$ cat src/rtl/core_dbg_pkg.sv
// Shared types and constants for the multi-hart debug controller.
// Halt causes, run-control states, abstract CSR addresses and the dcsr view layout.
package core_dbg_pkg;

  typedef enum logic [2:0] {
    CauseNone    = 3'd0,
    CauseEbreak  = 3'd1,
    CauseHaltreq = 3'd3,
    CauseStep    = 3'd4
  } dcause_e;

  typedef enum logic [1:0] {
    StRunning,
    StFlush,
    StHalted,
    StResume
  } dbg_state_e;

  localparam logic [15:0] CSR_DCSR = 16'h07B0;
  localparam logic [15:0] CSR_DPC  = 16'h07B1;

  localparam int unsigned DcsrEbreakm = 15;
  localparam int unsigned DcsrHiMsb   = 13;
  localparam int unsigned DcsrHiLsb   = 9;
  localparam int unsigned DcsrBit4    = 4;
  localparam int unsigned DcsrStep    = 2;

  // Fixed fields: xdebugver = 4 in the top nibble, prv = 3 (machine mode).
  function automatic logic [31:0] dcsr_pack(input logic ebreakm, input logic [4:0] hi,
                                            input dcause_e cause, input logic timeout,
                                            input logic b4, input logic step);
    return {4'd4, 12'd0, ebreakm, 1'b0, hi, cause, timeout, b4, 1'b0, step, 2'd3};
  endfunction

endpackage

$ cat src/rtl/core_dbg_hart.sv
// Per-hart run-control FSM with its dcsr fields, dpc and bounded flush counter.
// Requests arrive already qualified by the hart's membership in the target set.
module core_dbg_hart
  import core_dbg_pkg::*;
#(
  parameter int unsigned     XLEN          = 32,
  parameter logic [XLEN-1:0] RESET_DPC     = XLEN'(32'hFFFFF000),
  parameter int unsigned     FLUSH_TIMEOUT = 64,
  parameter bit              LINEAR        = 1'b0
) (
  input  logic            clk,
  input  logic            rst_n,
  input  logic            halt_req,
  input  logic            resume_req,
  input  logic            resume_hold,
  input  logic            ebreak,
  input  logic [XLEN-1:0] ebreak_pc,
  input  logic            inst_valid_wb,
  input  logic [XLEN-1:0] wb_pc_next,
  input  logic            branch_wb,
  input  logic [XLEN-1:0] pc_jump_wb,
  input  logic            empty_core,
  input  logic            dcsr_we,
  input  logic            dpc_we,
  input  logic [XLEN-1:0] wdata,
  output logic            running,
  output logic            halted,
  output logic            resumeack,
  output logic            flush,
  output logic            dbg_ret,
  output logic            debug_on,
  output logic [XLEN-1:0] dcsr,
  output logic [XLEN-1:0] dpc
);

  localparam int unsigned CntW = $clog2(FLUSH_TIMEOUT);
  localparam logic [CntW-1:0] CntLast = CntW'(FLUSH_TIMEOUT - 1);

  dbg_state_e      state;
  dcause_e         cause;
  logic            timeout;
  logic            ebreakm;
  logic [4:0]      dcsr_hi;
  logic            dcsr_b4;
  logic            step;
  logic [CntW-1:0] flush_cnt;

  always_ff @(posedge clk) begin
    if (!rst_n) begin
      state     <= StRunning;
      cause     <= CauseNone;
      timeout   <= 1'b0;
      ebreakm   <= 1'b0;
      dcsr_hi   <= '0;
      dcsr_b4   <= 1'b0;
      step      <= 1'b0;
      dpc       <= RESET_DPC;
      flush_cnt <= '0;
      dbg_ret   <= 1'b0;
    end else begin
      dbg_ret <= 1'b0;
      unique case (state)
        StRunning: begin
          if (halt_req) begin
            state     <= StFlush;
            flush_cnt <= '0;
          end else if (ebreak && ebreakm) begin
            state   <= StHalted;
            cause   <= CauseEbreak;
            timeout <= 1'b0;
          end else if (step && inst_valid_wb) begin
            state   <= StHalted;
            cause   <= CauseStep;
            timeout <= 1'b0;
          end
        end
        StFlush: begin
          if (empty_core) begin
            state   <= StHalted;
            cause   <= CauseHaltreq;
            timeout <= 1'b0;
          end else if (flush_cnt == CntLast) begin
            state   <= StHalted;
            cause   <= CauseHaltreq;
            timeout <= 1'b1;
          end else begin
            flush_cnt <= flush_cnt + 1'b1;
          end
        end
        StHalted: begin
          if (resume_req) state <= StResume;
        end
        StResume: begin
          if (!resume_hold) begin
            state   <= StRunning;
            dbg_ret <= 1'b1;
          end
        end
        default: state <= StRunning;
      endcase

      // dpc tracks the next PC to execute only while the hart is still executing.
      if (state == StRunning || state == StFlush) begin
        if (ebreak) begin
          dpc <= ebreak_pc;
        end else if (inst_valid_wb && (step || state == StFlush)) begin
          dpc <= branch_wb ? pc_jump_wb : wb_pc_next;
        end
      end

      if (dcsr_we) begin
        ebreakm <= wdata[DcsrEbreakm];
        dcsr_hi <= wdata[DcsrHiMsb:DcsrHiLsb];
        dcsr_b4 <= wdata[DcsrBit4];
        step    <= wdata[DcsrStep];
      end
      if (dpc_we) dpc <= wdata;
    end
  end

  assign running   = (state == StRunning) || (state == StFlush);
  assign halted    = (state == StHalted) || (state == StResume);
  assign resumeack = (state == StResume);
  assign flush     = (state == StFlush);
  assign debug_on  = LINEAR ? 1'b1 : (ebreakm | step);
  assign dcsr      = XLEN'(dcsr_pack(ebreakm, dcsr_hi, cause, timeout, dcsr_b4, step));

endmodule

$ cat src/rtl/core_dbg_ctrl_mh.sv
// Multi-hart debug control: target decode, per-hart controllers, halt/resume
// summary flags and the registered abstract CSR access path with error reporting.
module core_dbg_ctrl_mh
  import core_dbg_pkg::*;
#(
  parameter int unsigned     NHARTS        = 2,
  parameter int unsigned     XLEN          = 32,
  parameter logic [XLEN-1:0] RESET_DPC     = XLEN'(32'hFFFFF000),
  parameter int unsigned     FLUSH_TIMEOUT = 64,
  parameter int unsigned     LINEAR        = 0,
  localparam int unsigned    HW            = (NHARTS > 1) ? $clog2(NHARTS) : 1
) (
  input  logic                   clk_i,
  input  logic                   reset_ni,
  input  logic [HW-1:0]          hartsel_i,
  input  logic [NHARTS-1:0]      hamask_i,
  input  logic                   haltreq_i,
  input  logic                   resumereq_i,
  input  logic [NHARTS-1:0]      ebreak_mem_i,
  input  logic [NHARTS*XLEN-1:0] ebreak_pc_i,
  input  logic [NHARTS-1:0]      inst_valid_wb_i,
  input  logic [NHARTS*XLEN-1:0] wb_pc_next_i,
  input  logic [NHARTS-1:0]      branch_wb_i,
  input  logic [NHARTS*XLEN-1:0] pc_jump_wb_i,
  input  logic [NHARTS-1:0]      empty_core_i,
  input  logic                   ar_en_i,
  input  logic                   ar_wr_i,
  input  logic [15:0]            ar_ad_i,
  input  logic [XLEN-1:0]        ar_wdata_i,
  output logic [XLEN-1:0]        ar_rdata_o,
  output logic                   ar_rvalid_o,
  output logic                   ar_err_o,
  output logic [NHARTS-1:0]      running_o,
  output logic [NHARTS-1:0]      halted_o,
  output logic [NHARTS-1:0]      resumeack_o,
  output logic [NHARTS-1:0]      flush_o,
  output logic [NHARTS-1:0]      dbg_ret_o,
  output logic [NHARTS-1:0]      debug_on_o,
  output logic                   anyhalted_o,
  output logic                   allhalted_o,
  output logic                   anyresumeack_o,
  output logic                   allresumeack_o,
  output logic [NHARTS*XLEN-1:0] dcsr_o,
  output logic [NHARTS*XLEN-1:0] dpc_o
);

  logic [NHARTS-1:0] tgt;
  logic [XLEN-1:0]   dcsr_w [NHARTS];
  logic [XLEN-1:0]   dpc_w  [NHARTS];

  logic            is_dcsr, is_dpc, sel_valid, ar_err_d, wr_ok;
  logic [HW-1:0]   sel_idx;
  logic [XLEN-1:0] rdata_d;

  always_comb begin
    is_dcsr   = (ar_ad_i == CSR_DCSR);
    is_dpc    = (ar_ad_i == CSR_DPC);
    sel_valid = ({1'b0, hartsel_i} < (HW + 1)'(NHARTS));
    sel_idx   = sel_valid ? hartsel_i : '0;
    ar_err_d  = !(is_dcsr || is_dpc) || !sel_valid || (ar_wr_i && !halted_o[sel_idx]);
    wr_ok     = ar_en_i && ar_wr_i && !ar_err_d;
    rdata_d   = '0;
    if (!ar_err_d && !ar_wr_i) rdata_d = is_dcsr ? dcsr_w[sel_idx] : dpc_w[sel_idx];
  end

  for (genvar h = 0; h < NHARTS; h++) begin : g_hart
    // An out-of-range hartsel never matches, so it contributes nothing to the target set.
    assign tgt[h] = (hartsel_i == HW'(h)) | hamask_i[h];

    core_dbg_hart #(
      .XLEN         (XLEN),
      .RESET_DPC    (RESET_DPC),
      .FLUSH_TIMEOUT(FLUSH_TIMEOUT),
      .LINEAR       (LINEAR != 0)
    ) u_hart (
      .clk          (clk_i),
      .rst_n        (reset_ni),
      .halt_req     (haltreq_i && tgt[h]),
      .resume_req   (resumereq_i && tgt[h]),
      .resume_hold  (resumereq_i),
      .ebreak       (ebreak_mem_i[h]),
      .ebreak_pc    (ebreak_pc_i[h*XLEN +: XLEN]),
      .inst_valid_wb(inst_valid_wb_i[h]),
      .wb_pc_next   (wb_pc_next_i[h*XLEN +: XLEN]),
      .branch_wb    (branch_wb_i[h]),
      .pc_jump_wb   (pc_jump_wb_i[h*XLEN +: XLEN]),
      .empty_core   (empty_core_i[h]),
      .dcsr_we      (wr_ok && is_dcsr && (hartsel_i == HW'(h))),
      .dpc_we       (wr_ok && is_dpc && (hartsel_i == HW'(h))),
      .wdata        (ar_wdata_i),
      .running      (running_o[h]),
      .halted       (halted_o[h]),
      .resumeack    (resumeack_o[h]),
      .flush        (flush_o[h]),
      .dbg_ret      (dbg_ret_o[h]),
      .debug_on     (debug_on_o[h]),
      .dcsr         (dcsr_w[h]),
      .dpc          (dpc_w[h])
    );

    assign dcsr_o[h*XLEN +: XLEN] = dcsr_w[h];
    assign dpc_o[h*XLEN +: XLEN]  = dpc_w[h];
  end

  // "all" flags require a non-empty target set.
  assign anyhalted_o    = |(halted_o & tgt);
  assign allhalted_o    = (|tgt) && (&(halted_o | ~tgt));
  assign anyresumeack_o = |(resumeack_o & tgt);
  assign allresumeack_o = (|tgt) && (&(resumeack_o | ~tgt));

  always_ff @(posedge clk_i) begin
    if (!reset_ni) begin
      ar_rvalid_o <= 1'b0;
      ar_err_o    <= 1'b0;
      ar_rdata_o  <= '0;
    end else begin
      ar_rvalid_o <= ar_en_i;
      ar_err_o    <= ar_en_i && ar_err_d;
      ar_rdata_o  <= ar_en_i ? rdata_d : '0;
    end
  end

endmodule

$ cat config.mk
export PLATFORM = sky130hd
export DESIGN_NAME = core_dbg_ctrl_mh
export DESIGN_NICKNAME = d
export VERILOG_FILES = /design/src/rtl/core_dbg_pkg.sv /design/src/rtl/core_dbg_hart.sv /design/src/rtl/core_dbg_ctrl_mh.sv
export SDC_FILE = /design/constraint.sdc
export NUM_CORES = 1
export LEC_CHECK = 0
export CORE_AREA = 2 2 169 171
export CTS_BUF_LIST = sky130_fd_sc_hd__clkbuf_8
export DETAILED_ROUTE_END_ITERATION = 8
export DIE_AREA = 0 0 171 173
export GPL_TIMING_DRIVEN = 1
export PLACE_DENSITY_LB_ADDON = 0.08
export SLEW_MARGIN = 25
export SYNTH_ARGS = -nofsm -noshare
export SYNTH_HDL_FRONTEND = slang
export SYNTH_SLANG_ARGS = --single-unit
$ cat constraint.sdc
create_clock -name clk_i -period 2.4 [get_ports clk_i]
set_input_delay 0.48 -clock clk_i [delete_from_list [all_inputs] [get_ports clk_i]]
set_output_delay 0.48 -clock clk_i [all_outputs]
set_load 0.05 [all_outputs]
Word level (Yosys, flattened, before mapping)
Index checks and enable logic that the tools add are counted.
- register bits after elaboration: 140
- latch bits: 0
- RAM bits: 0
- ROM bits: 0
- input bits: 257
- output and inout bits: 178
- word-level logic and storage cells: 192
- memories: 0
- add/sub/neg operators: 2
- $mul: 0
- divide/modulo/power cells: 0
- order comparisons: 2
- equality and inequality tests: 28
- shift operators: 0
- multiplexer cells: 67
- bitwise operators: 11
- reduce and logical (&&, ||, !) cells: 59
- operators with widths (cell ; number):
    32-bit two-way mux ; 16
    6-bit two-way mux ; 6
    16-bit by 11-bit == test with 1-bit output (second input constant) ; 2
    3-bit two-way mux ; 10
    2-bit two-way mux ; 13
    6-bit one-hot mux with 2 select lines ; 2
    4-bit AND reduction ; 6
    1-bit logical AND ; 23
    16-bit two-way mux ; 1
    2-bit inequality test (second input constant) ; 8
    2-bit one-hot mux with 4 select lines ; 2
    1-bit two-way mux ; 13
    6-bit by 1-bit adder with 6-bit output (second input constant) ; 2
    6-bit == test (second input constant) ; 2
    3-bit one-hot mux with 2 select lines ; 2
    2-bit AND reduction ; 6
    2-bit == test (second input constant) ; 4
    1-bit logical OR ; 8
    2-bit by 1-bit inequality test with 1-bit output (second input constant) ; 4
    4-bit by 1-bit inequality test with 1-bit output (second input constant) ; 2
    2-bit nonzero test ; 4
    3-bit by 1-bit inequality test with 1-bit output (second input constant) ; 2
    3-bit inequality test (second input constant) ; 2
    3-bit nonzero test ; 2
    other kinds (14) ; 27

Depth between registers and ports, before layout
- word-level depth: 13
- gate-level depth with buffers: 9
- depth with buffers taken out: 7

Cells and area by module
Synthesis repeated with hierarchy kept, for this count alone.
- cells, all modules: 984
- area, all modules: 8828.5 µm²
- by module, submodules not included (module ; instances ; cells each ; area each (µm²) ; sequential area each (µm²)):
    core_dbg_hart (g_hart[1].u_hart) ; 1 ; 418 ; 3410.8 ; 1061.0
    core_dbg_hart (g_hart[0].u_hart) ; 1 ; 417 ; 3408.3 ; 1061.0
    core_dbg_ctrl_mh ; 1 ; 149 ; 2009.4 ; 680.7

Least setup slack after synthesis
Ideal clock, no wire load.
- kind: in2out
- from: input port hartsel_i
- to: output port anyresumeack_o
- arrival: 2141 ps
- required time: 1920 ps
- path slack: -221 ps
- cell stages on the path: 5
- path buffers: 3
- cells stage by stage: buf_2 buf_2 buf_1 nor3_1 nor2_1
- longest elaborated chain between the ends: 4
- elaborated cells between the ends (all ways): 5
- those cells by class: bitwise (4); reduce/logical (1)
- ends and longest elaborated chain (element ; line ; source):
    from (decl) ; core_dbg_ctrl_mh.sv:15 ; input logic [HW-1:0] hartsel_i,
    1-bit NOT ; core_dbg_ctrl_mh.sv:68 ; assign tgt[h] = (hartsel_i == HW'(h)) | hamask_i[h];
    1-bit OR ; core_dbg_ctrl_mh.sv:68 ;
    2-bit bitwise AND (*) ; core_dbg_ctrl_mh.sv:108 ; assign anyresumeack_o = |(resumeack_o & tgt);
    2-bit OR reduction (*) ; core_dbg_ctrl_mh.sv:108 ;
    to (decl) ; core_dbg_ctrl_mh.sv:41 ; output logic anyresumeack_o,
Mark *: on every way between the ends. The rest lies on a longest branch, timed or not.

Final worst setup path
- from: register g_hart[1].u_hart.state[1]
- to: output port anyhalted_o
- longest elaborated chain between the ends: 4
- elaborated cells between the ends (all ways): 5
- those cells by class: eq/ne (2); bitwise (1); reduce/logical (2)
- ends and longest elaborated chain (element ; line ; source):
    from (decl) ; core_dbg_hart.sv:39 ; dbg_state_e state;
    from (signal assigned) ; core_dbg_hart.sv:50 ; state <= StRunning;
    from (signal assigned) ; core_dbg_hart.sv:65 ; state <= StFlush;
    from (signal assigned) ; core_dbg_hart.sv:68 ; state <= StHalted;
    2-bit == test ; core_dbg_hart.sv:122 ; assign halted = (state == StHalted) || (state == StResume);
    1-bit logical OR (*) ; core_dbg_hart.sv:122 ;
    2-bit bitwise AND (*) ; core_dbg_ctrl_mh.sv:106 ; assign anyhalted_o = |(halted_o & tgt);
    2-bit OR reduction (*) ; core_dbg_ctrl_mh.sv:106 ;
    to (decl) ; core_dbg_ctrl_mh.sv:39 ; output logic anyhalted_o,
Marks and branches as above.

==> impl_results.md <==
- Final nets: 1628
- Reg clk slew, reported paths: 90 ps
- Min-Delay Path Class: in2reg
- Reg-to-reg slack, setup: 430 ps
- Final Max Tran Viols: 0
- Worst hold slack: 415 ps
- Vias in the first global route: 8476
- First-pass GRT wire length: 51200 um
- Tmin final: 2330 ps
- Arr. time, crit path: 1850 ps
- Worst-case clock buffer depth: 2
- Clock Skews: 15.1 ps
- Layout area overhead: 57.6%
- RSZ-0062 raised after global routing: true
- DP Worst Slack: -171 ps
- DRT Wirelength: 34600 um
- WS Path Type: reg2out
- Initial antenna violation count: 3
- Number of flops mapped to enable cells by yosys: 0
- I/O pins: 435
- Slowest cell on crit path: dfxtp_2
- Max_cap viols: 0
- Number of CTS-inserted buffers: 17
- Largest net degree at the start of global routing: 49
- Fin. Hold Viols: 0
- Site Rows: 61
- Setup violators final: 0
- DR WL/cell: 19.8 um
- Outcome: finished clean
- Clk_lat worst skew: 450 ps
- DRT Pass-1 Iters: 5
- Power Dens Cells: 744 nW/um^2
- Worst VDD drop: 360 uV
- FFs w/ async S/R, synth: 0%
- Leakage power: 5.50 nW
- Initial drt markers: 385
- Worst EP required: 1920 ps
- Initial core utilization: 30.4%
- GRT Overall Usage: 22.9%
- Largest cells by area after synthesis: dfxtp_1 33%, mux2i_1 15%, buf_4 5.5%
- Core Area: 27600 um^2
- #FFs+latches synth: 140
- Port buffer count: 394
- Setup bufs post-CTS: 0
- Layout cells sized above 1: 13.2%
- Period utilization: 97.2%
- Syn Area/Cell: 8.52 um^2
- Synthesized cell area: 8410 um^2
- CTS root buffer: clkbuf_8
- Slew headroom: 59.5%
- RePlAce Congestion: 0.826
- Worst slew pin tran: 606 ps
- Hold-fix buffers, CTS: 0
- Crit end category: primary output
- Most numerous cell in the Yosys netlist: dfxtp_1
- Fmax achieved: 0.429 GHz
- CP Buf/Inv Count: 2
- Die area: 29600 um^2
- CTS Sinks: 140
- Gate Count Post-Synth: 987
- Leading area contributor after synthesis: dfxtp_1
- Synth cell count leaders: 140 x dfxtp_1, 126 x mux2i_1, 110 x nand2_1
- Die width: 171 um
- Top FF cell, synth: dfxtp_1
- Die Ht: 173 um
- Yosys warns: 0
- Hpwl dp: 26900 um
- Max incr delay on CP: 350 ps
- Yosys cell types: 49
- Antenna Nets Post-Route: 0
- CP cell instances: ha_2, buf_4, or2_2, a21oi_1, a21oi_2, buf_12
- Crit start category: flip-flop
- CP top delay family: flip-flops
- DRC: 0
- Crit-path max FO: 5
- TritonCTS clock tree: built
- Vias post-DR: 8394
- Vias per inst: 4.79
- Seq/Total Area, Yosys: 33.3%
- Setup ws final: 67.2 ps
- Grt ovf: 0
- Post-synth top area share: 33.3%
- H-tree levels: 4
-- worst paths after layout --
check / endpoint / startpoint / cells past startpoint
worst max-delay path: anyhalted_o / g_hart[1].u_hart.state[1] / 6
worst min-delay path: g_hart[0].u_hart.dpc[6] / reset_ni / 2
worst max register to register: g_hart[0].u_hart.dcsr_hi[4] / g_hart[0].u_hart.state[0] / 8
worst min register to register: g_hart[0].u_hart.flush_cnt[1] / g_hart[0].u_hart.flush_cnt[1] / 2
-- where the power goes --
group          switching, mW  leakage [nW]  internal [mW]
clock network           1.05         0.199          0.975
logic                   2.89          4.16           2.02
registers              0.276          1.14           2.64
total                   4.22          5.50           5.64
-- cells by family (layout without fill, tap and decap cells) --
kind of cell	after synthesis	count (layout)	share of synthesized area, %
flops	140	140	33.3
buf+inv	141	488	9.34
simple gates	306	306	17.9
compound gates	239	239	18.3
other cells	2	42	0.0893
fa+ha+maj	12	12	1.78
xor+xnor	7	7	0.729
mux	140	140	18.5
-- per-layer routing --
| metal | vias up | wire length (um) | track usage (%) |
|---|---|---|---|
| li1 | 4114 | - | - |
| met1 | 3904 | 14200 | 26.9 |
| met2 | 343 | 17400 | 41.1 |
| met3 | 31 | 2530 | 6.04 |
| met4 | 2 | 509 | 5.61 |
| met5 | - | 15 | 0 |
-- metrics by stage --
| stage | setup TNS [ps] | std cells | power (mW) | utilization, % | cell area (um^2) |
|---|---|---|---|---|---|
| CTS | 0 | 1750 | 9.96 | 47.9 | 13200 |
| global placement | -2590 | 1718 | 7.86 | 46.4 | 12800 |
| global route | -52.6 | 1752 | 10.4 | 48.0 | 13300 |
| detailed placement | -3100 | 1718 | 7.87 | 46.4 | 12800 |
| floorplan | -12.0 | 1025 | 6.06 | - | 8560 |
| finish | 0 | 1752 | 9.86 | 48.0 | 13300 |
-- repair_timing --
action	in CTS	in global routing
gates cloned	0	0
endpoints found under the setup margin	5	3
resized for setup	8	3
pin swaps	0	1
-- flip-flops by register name (all words and copies together) (netlist names), 2 cells and up --
name / flops
g_hart.u_hart.dbg_ret: 2
g_hart.u_hart.ebreakm: 2
g_hart.u_hart.flush_cnt: 12
g_hart.u_hart.dcsr_hi: 10
g_hart.u_hart.step: 2
ar_rdata_o: 32
g_hart.u_hart.dpc: 64
g_hart.u_hart.state: 4
g_hart.u_hart.dcsr_b4: 2
g_hart.u_hart.cause: 6
g_hart.u_hart.timeout: 2
-- final cells by class --
type,instances,area [um^2]
Antenna cell,2,5.00
Clock inverter,14,160
Timing Repair Buffer,445,4490
Fill cell,2762,14400
Tap cell,378,473
Sequential cell,140,2810
Clock buffer,18,248
Multi-Input combinational cell,744,5030
Inverter,11,41.3
-- layout by cell type (no fill, tap or decap), types with 3 or more instances in the layout --
cell type and instances:
o21a_1 3, inv_1 11, dlygate4sd2_1 3, dfxtp_2 3, or3_1 3, clkdlybuf4s50_1 374
xor2_1 4, and3_1 9, a21oi_1 50, and2_1 13, nand3_1 7, ha_2 3
dfxtp_1 137, a211o_1 3, xnor2_1 3, mux4_2 11, or2_2 45, a21boi_0 10
clkinv_4 3, clkinvlp_4 3, nor3_1 3, nor2b_1 18, nand2_1 110, buf_4 45
clkbuf_8 18, conb_1 40, o211ai_1 42, buf_2 5, mux2i_1 126, o2111ai_1 5
inv_6 4, a2111oi_0 5, o211a_1 27, o21ai_0 83, buf_12 18, nor2_1 78
ha_1 9
Power figures use the tool's default switching activity.
